<file path="src/rtl/ppu_vram_arb.sv">
// ppu_vram_arb: fixed-priority render/CPU arbiter for single-port PPU VRAM.
// Build option PPU_ARB_STARVE_GUARD_EN forces long-starved CPU accesses.
module ppu_vram_arb #(
  parameter int MAX_WAIT = 8,
  parameter int WAIT_W   = 4
) (
  input  logic        clk,
  input  logic        rst,
  input  logic        ren_req,
  input  logic [13:0] ren_addr,
  output logic        ren_stall,
  output logic        ren_rd_valid,
  output logic [7:0]  ren_rd_data,
  input  logic        cpu_req,
  input  logic        cpu_wr,
  input  logic [13:0] cpu_addr,
  input  logic [7:0]  cpu_wr_data,
  output logic        cpu_busy,
  output logic        cpu_rd_valid,
  output logic [7:0]  cpu_rd_data,
  output logic [13:0] mem_addr,
  output logic        mem_wr,
  output logic [7:0]  mem_din,
  input  logic [7:0]  mem_dout
);

  if (WAIT_W < $clog2(MAX_WAIT + 1)) begin : g_wait_w_chk
    $error("WAIT_W cannot hold MAX_WAIT");
  end

  typedef enum logic {
    S_IDLE,
    S_PEND
  } state_t;

  typedef struct packed {
    logic        wr;
    logic [13:0] addr;
    logic [7:0]  data;
  } cpu_acc_t;

  state_t   state;
  state_t   state_nx;
  cpu_acc_t pend;

  logic       capture;
  logic       cpu_issue;
  logic       ren_issue;
  logic       force_cpu;
  logic       ren_s1;
  logic       ren_s2;
  logic       cpu_s1;
  logic       cpu_s2;
  logic [7:0] cpu_hold;

`ifdef PPU_ARB_STARVE_GUARD_EN
  localparam logic [WAIT_W-1:0] WAIT_LIM = WAIT_W'(MAX_WAIT);

  logic [WAIT_W-1:0] wait_cnt;

  always_ff @(posedge clk or posedge rst) begin
    if (rst) begin
      wait_cnt <= '0;
    end else if (capture || cpu_issue) begin
      wait_cnt <= '0;
    end else if (state == S_PEND && wait_cnt != WAIT_LIM) begin
      wait_cnt <= wait_cnt + 1'b1;
    end
  end

  assign force_cpu = (state == S_PEND) && (wait_cnt == WAIT_LIM);
`else
  assign force_cpu = 1'b0;
`endif

  assign ren_issue = ren_req & ~force_cpu;

  always_ff @(posedge clk or posedge rst) begin
    if (rst) begin
      state <= S_IDLE;
    end else begin
      state <= state_nx;
    end
  end

  always_comb begin
    state_nx  = state;
    capture   = 1'b0;
    cpu_issue = 1'b0;
    unique case (state)
      S_IDLE: begin
        if (cpu_req) begin
          capture  = 1'b1;
          state_nx = S_PEND;
        end
      end
      S_PEND: begin
        if (!ren_req || force_cpu) begin
          cpu_issue = 1'b1;
          state_nx  = S_IDLE;
        end
      end
      default: state_nx = S_IDLE;
    endcase
  end

  always_ff @(posedge clk or posedge rst) begin
    if (rst) begin
      pend <= '0;
    end else if (capture) begin
      pend <= '{wr: cpu_wr, addr: cpu_addr, data: cpu_wr_data};
    end
  end

  // Idle slots keep mem_addr; mem_din only changes on CPU writes.
  always_ff @(posedge clk or posedge rst) begin
    if (rst) begin
      mem_addr <= '0;
      mem_wr   <= 1'b0;
      mem_din  <= '0;
    end else begin
      mem_wr <= cpu_issue & pend.wr;
      unique case (1'b1)
        cpu_issue: begin
          mem_addr <= pend.addr;
          if (pend.wr) begin
            mem_din <= pend.data;
          end
        end
        ren_issue: mem_addr <= ren_addr;
        default: ;
      endcase
    end
  end

  always_ff @(posedge clk or posedge rst) begin
    if (rst) begin
      ren_s1 <= 1'b0;
      ren_s2 <= 1'b0;
      cpu_s1 <= 1'b0;
      cpu_s2 <= 1'b0;
    end else begin
      ren_s1 <= ren_issue;
      ren_s2 <= ren_s1;
      cpu_s1 <= cpu_issue & ~pend.wr;
      cpu_s2 <= cpu_s1;
    end
  end

  // Read data arrives in the valid cycle; keep a copy for later cycles.
  always_ff @(posedge clk or posedge rst) begin
    if (rst) begin
      cpu_hold <= '0;
    end else if (cpu_s2) begin
      cpu_hold <= mem_dout;
    end
  end

  assign cpu_busy     = (state == S_PEND);
  assign ren_stall    = force_cpu;
  assign ren_rd_valid = ren_s2;
  assign ren_rd_data  = ren_s2 ? mem_dout : 8'h00;
  assign cpu_rd_valid = cpu_s2;
  assign cpu_rd_data  = cpu_s2 ? mem_dout : cpu_hold;

endmodule
</file>
<file path="config.mk">
export PLATFORM = sky130hd
export DESIGN_NAME = ppu_vram_arb
export DESIGN_NICKNAME = d
export VERILOG_FILES = /design/src/rtl/ppu_vram_arb.sv
export SDC_FILE = /design/constraint.sdc
export NUM_CORES = 1
export LEC_CHECK = 0
export CAP_MARGIN = 15
export CORE_UTILIZATION = 47
export DETAILED_ROUTE_END_ITERATION = 10
export PLACE_DENSITY = 0.83
export SLEW_MARGIN = 20
export SYNTH_ARGS = -nofsm -noshare
export SYNTH_HDL_FRONTEND = slang
export SYNTH_SLANG_ARGS = --single-unit
</file>
<file path="constraint.sdc">
create_clock -name clk -period 3.34 [get_ports clk]
set_input_delay 0.835 -clock clk [delete_from_list [all_inputs] [get_ports clk]]
set_output_delay 0.835 -clock clk [all_outputs]
set_load 0.05 [all_outputs]
</file>
; Yosys cells after proc, flatten, opt, wreduce, memory -nomap -nowiden
; Index checks and enable logic that the tools add are counted.
[op_classes]
mux = 9
n_bitwise = 4
n_reduce_logical = 2
[op_table]
columns = operator, count
row1 = one-hot mux 14 bit (2 select lines), 1
row2 = 2-to-1 mux 8 bit, 2
row3 = 2-to-1 mux 1 bit, 5
row4 = AND 1 bit, 2
row5 = inverter 1 bit, 2
row6 = one-hot mux 1 bit (2 select lines), 1
row7 = AND reduction 2 bit, 1
row8 = nonzero test 2 bit, 1
[totals]
reg_bits = 59
input_bits = 49
out_inout_bits = 43
word_cells = 27

; Longest topological paths before layout
[depth]
ltp_word = 3
ltp_mapped = 5

; Worst setup path before layout
; No wires, ideal clock.
[synth_path]
path_kind = register to output
from = register cpu_s2, in the netlist cpu_rd_valid
to = output cpu_rd_data[0]
arrival_time_ns = 1.436
required_ns = 2.505
path_slack_ns = 1.069
stages_incl_launch_ff = 3
path_buffers = 1
cell_sequence = dfrtp_1 -> clkbuf_1 -> mux2_2
[synth_via]
elab_chain_len = 1
[synth_lines]
columns = element, line_no
row1 = "start, declared", 53  ; logic cpu_s2;
row2 = "start signal, assigned", 146  ; cpu_s2 <= cpu_s1;
row3 = 2-to-1 mux 8 bit, 164  ; assign cpu_rd_data = cpu_s2 ? mem_dout : cpu_hold;
row4 = "end, declared", 20  ; output logic [7:0] cpu_rd_data,
; Every way passes these cells.

; Worst setup path after layout
[layout_path]
from = register cpu_s2, in the netlist cpu_rd_valid
to = output cpu_rd_valid
[layout_rtl]
columns = element, line_no
row1 = "end, declared", 19  ; output logic cpu_rd_valid,
; No word-level cell between the ends.

==> metrics <==
routability congestion estimate=0.734; H-tree levels=3; Die Footprint=5440 um^2; largest net degree at the start of global routing=32; initial antenna violation count=0; dpl hpwl=3310 um; power share of the combinational group=40.7%; Unique masters post-synth=16; met1 GRT Util=24.5%; global route hottest layer=met2; WL/cell=14.1 um; CTS tree=built; CP required=2500 ps; P&R area growth vs syn=46.1%; arrival time worst endpoint=1740 ps; RSZ-0062 raised after global routing=false; Tightest Pin Transition=517 ps; Area after DPL=3350 um^2; number of global-route vias before repair=1,650; Buf/Inv on CP=1; CP max FO=9; Yosys reg bits=59; sw power=996 uW; DRT Pass-1 Iters=4; met3 GRT Util=5.35%; Synth area leader=dfrtp_1; Hold/Removal Path Class=reg2reg; Die Span Y=73.8 um; CTS resizes=0; Leak=0.00161 uW; Worst Clk Skew=9.48 ps; Synth Warn #=0; die span in x=73.8 um; internal power=1700 uW; cell count after synthesis=165; P per Cell Area=761 nW/um^2; Mapped Area=2420 um^2; Post-Syn Area per Cell=14.7 um^2; clock-pin slew on the worst setup and hold paths=60 ps; core area=4850 um^2; row cnt=25; dpl cells=317; first-pass GRT wire length=7580 um; Vias/cell=4.74; GRT Overall Usage=19.2%; Initial Util=49.9%; critical path class=reg2out; Seq pwr share=36.9%; slowest stage cell on the critical path=clkdlybuf4s50_1; io pins=92; period utilization=77.1%; share of layout cells above drive strength 1=28.9%; most area-consuming cells after synthesis=dfrtp_1, mux2_4, mux2_2; max-slew violation count=0; worst path cell trace=clkdlybuf4s50_1; Worst VDD drop=497 uV; PortBufs=90; crit path capture type=output pin; Seq/Total Area, Yosys=61.0%; setup TNS=0 ps; Peak Freq=388 MHz; Inserted Diodes=0; drt drc=0; via count=1,580; Hold WS=346 ps; final wirelength=4700 um; Slew headroom=65.4%; max cap viols=0; total gr overflow=0; CTS Buf Count=9; final setup violation count=0; Clock Tree Buf Depth=2; Syn Nets=214; fin area=3540 um^2; clock latency on the worst-skew pair=320 ps; Hold Vio Cnt, Final=0; clk sink count=59; Clock Power Share=22.4%; startpoint class of the critical path=flip-flop; Setup Buffers After CTS=0; CTS Hold Bufs=0; CTS root buf=clkbuf_8; Non-Filler Instances=333; Tmin final=2570 ps; DRT antenna net count=0; initial DRC count=48; Net Sw Frac=37.0%; max incr delay on CP=870 ps; cell family with most CP delay=buffers and inverters; Post-layout nets=310; post-synth top area share=61.0%; outcome=complete, no violations; met2 GRT Util=30.5%
[cell usage in the layout, fill, tap and decap left out, types with 2 or more instances in the layout]
| cell type | count |
|---|---|
| and2_1 | 8 |
| mux2_4 | 19 |
| buf_4 | 20 |
| clkdlybuf4s50_1 | 74 |
| o21ai_0 | 14 |
| nand2_1 | 14 |
| mux2_2 | 20 |
| clkbuf_8 | 13 |
| mux2i_1 | 14 |
| dfrtp_1 | 59 |
| clkbuf_1 | 2 |
[synthesized netlist by cell type]
cell	count
conb_1	1
buf_6	4
a21o_1	1
nand2_1	14
inv_1	2
mux2i_1	14
and2_1	8
mux2_4	19
o21ai_0	14
nor2b_2	1
nor3b_1	1
nand3b_2	1
mux2_2	20
clkbuf_1	4
dfrtp_1	59
buf_4	2
[area by class of cell]
cell class,count,area [um^2]
Clock inverter,1,5.00
Multi-Input combinational cell,94,867
Sequential cell,59,1480
Tap cell,67,83.8
Timing Repair Buffer,95,911
Clock buffer,15,186
Inverter,2,7.51
Fill cell,354,1310
[power groups by stage]
stage / registers [uW] / logic (uW) / clock network, uW
6_report: 993 / 1100 / 603
2_1_floorplan: 1270 / 484 / 0
3_3_place_gp: 996 / 1090 / 0
5_1_grt: 1010 / 1150 / 652
4_1_cts: 993 / 1110 / 620
3_5_place_dp: 1000 / 1100 / 0
[worst reg2reg max path, cell delays in order (launching register included)]
cell	delay [ps]
dfrtp_1	370
buf_4	240
nor2b_4	460
buf_12	230
mux2_2	350
[path summary, 6_finish.rpt]
check | cells after the start | startpoint | to | slack [ps]
min | 0 | ren_s1 | ren_rd_valid | 350
min in group asynchronous | 2 | rst | cpu_hold[3] | 820
min reg2reg | 0 | ren_s1 | ren_rd_valid | 350
max | 1 | cpu_rd_valid | cpu_rd_valid | 770
max in group asynchronous | 3 | rst | pend[6] | 1900
max reg2reg | 4 | cpu_busy | pend[20] | 1570
[cells by family (layout without fill, tap and decap cells)]
family / count (synthesis) / after routing / synth area share [%]
other cells: 1 / 1 / 0.155
buf+inv: 12 / 113 / 3.41
simple gates: 25 / 25 / 5.37
flops: 59 / 59 / 61.0
compound gates: 15 / 15 / 3.20
mux: 53 / 53 / 26.9
[per-stage QoR]
stage	setup slack [ps]	power, uW	util, %
final	766	2690	73.0
after global placement	780	2080	69.0
after detailed placement	760	2110	69.0
after global routing	711	2810	73.0
after CTS	753	2720	73.0
after floorplan	1050	1750	-
[state kept, by name, indices dropped and copies added (netlist names)]
register,flops
ren_rd_valid,1
cpu_s1,1
mem_wr,1
ren_s1,1
mem_din,8
cpu_hold,8
cpu_rd_valid,1
cpu_busy,1
pend,23
mem_addr,14
[per-layer routing]
metal / vias to the layer above / routed length, um
li1: 756 / -
met4: 0 / 24
met1: 768 / 2080
met5: - / 0
met2: 54 / 2310
met3: 2 / 293
Note: power is estimated with default switching activity, not from simulation.
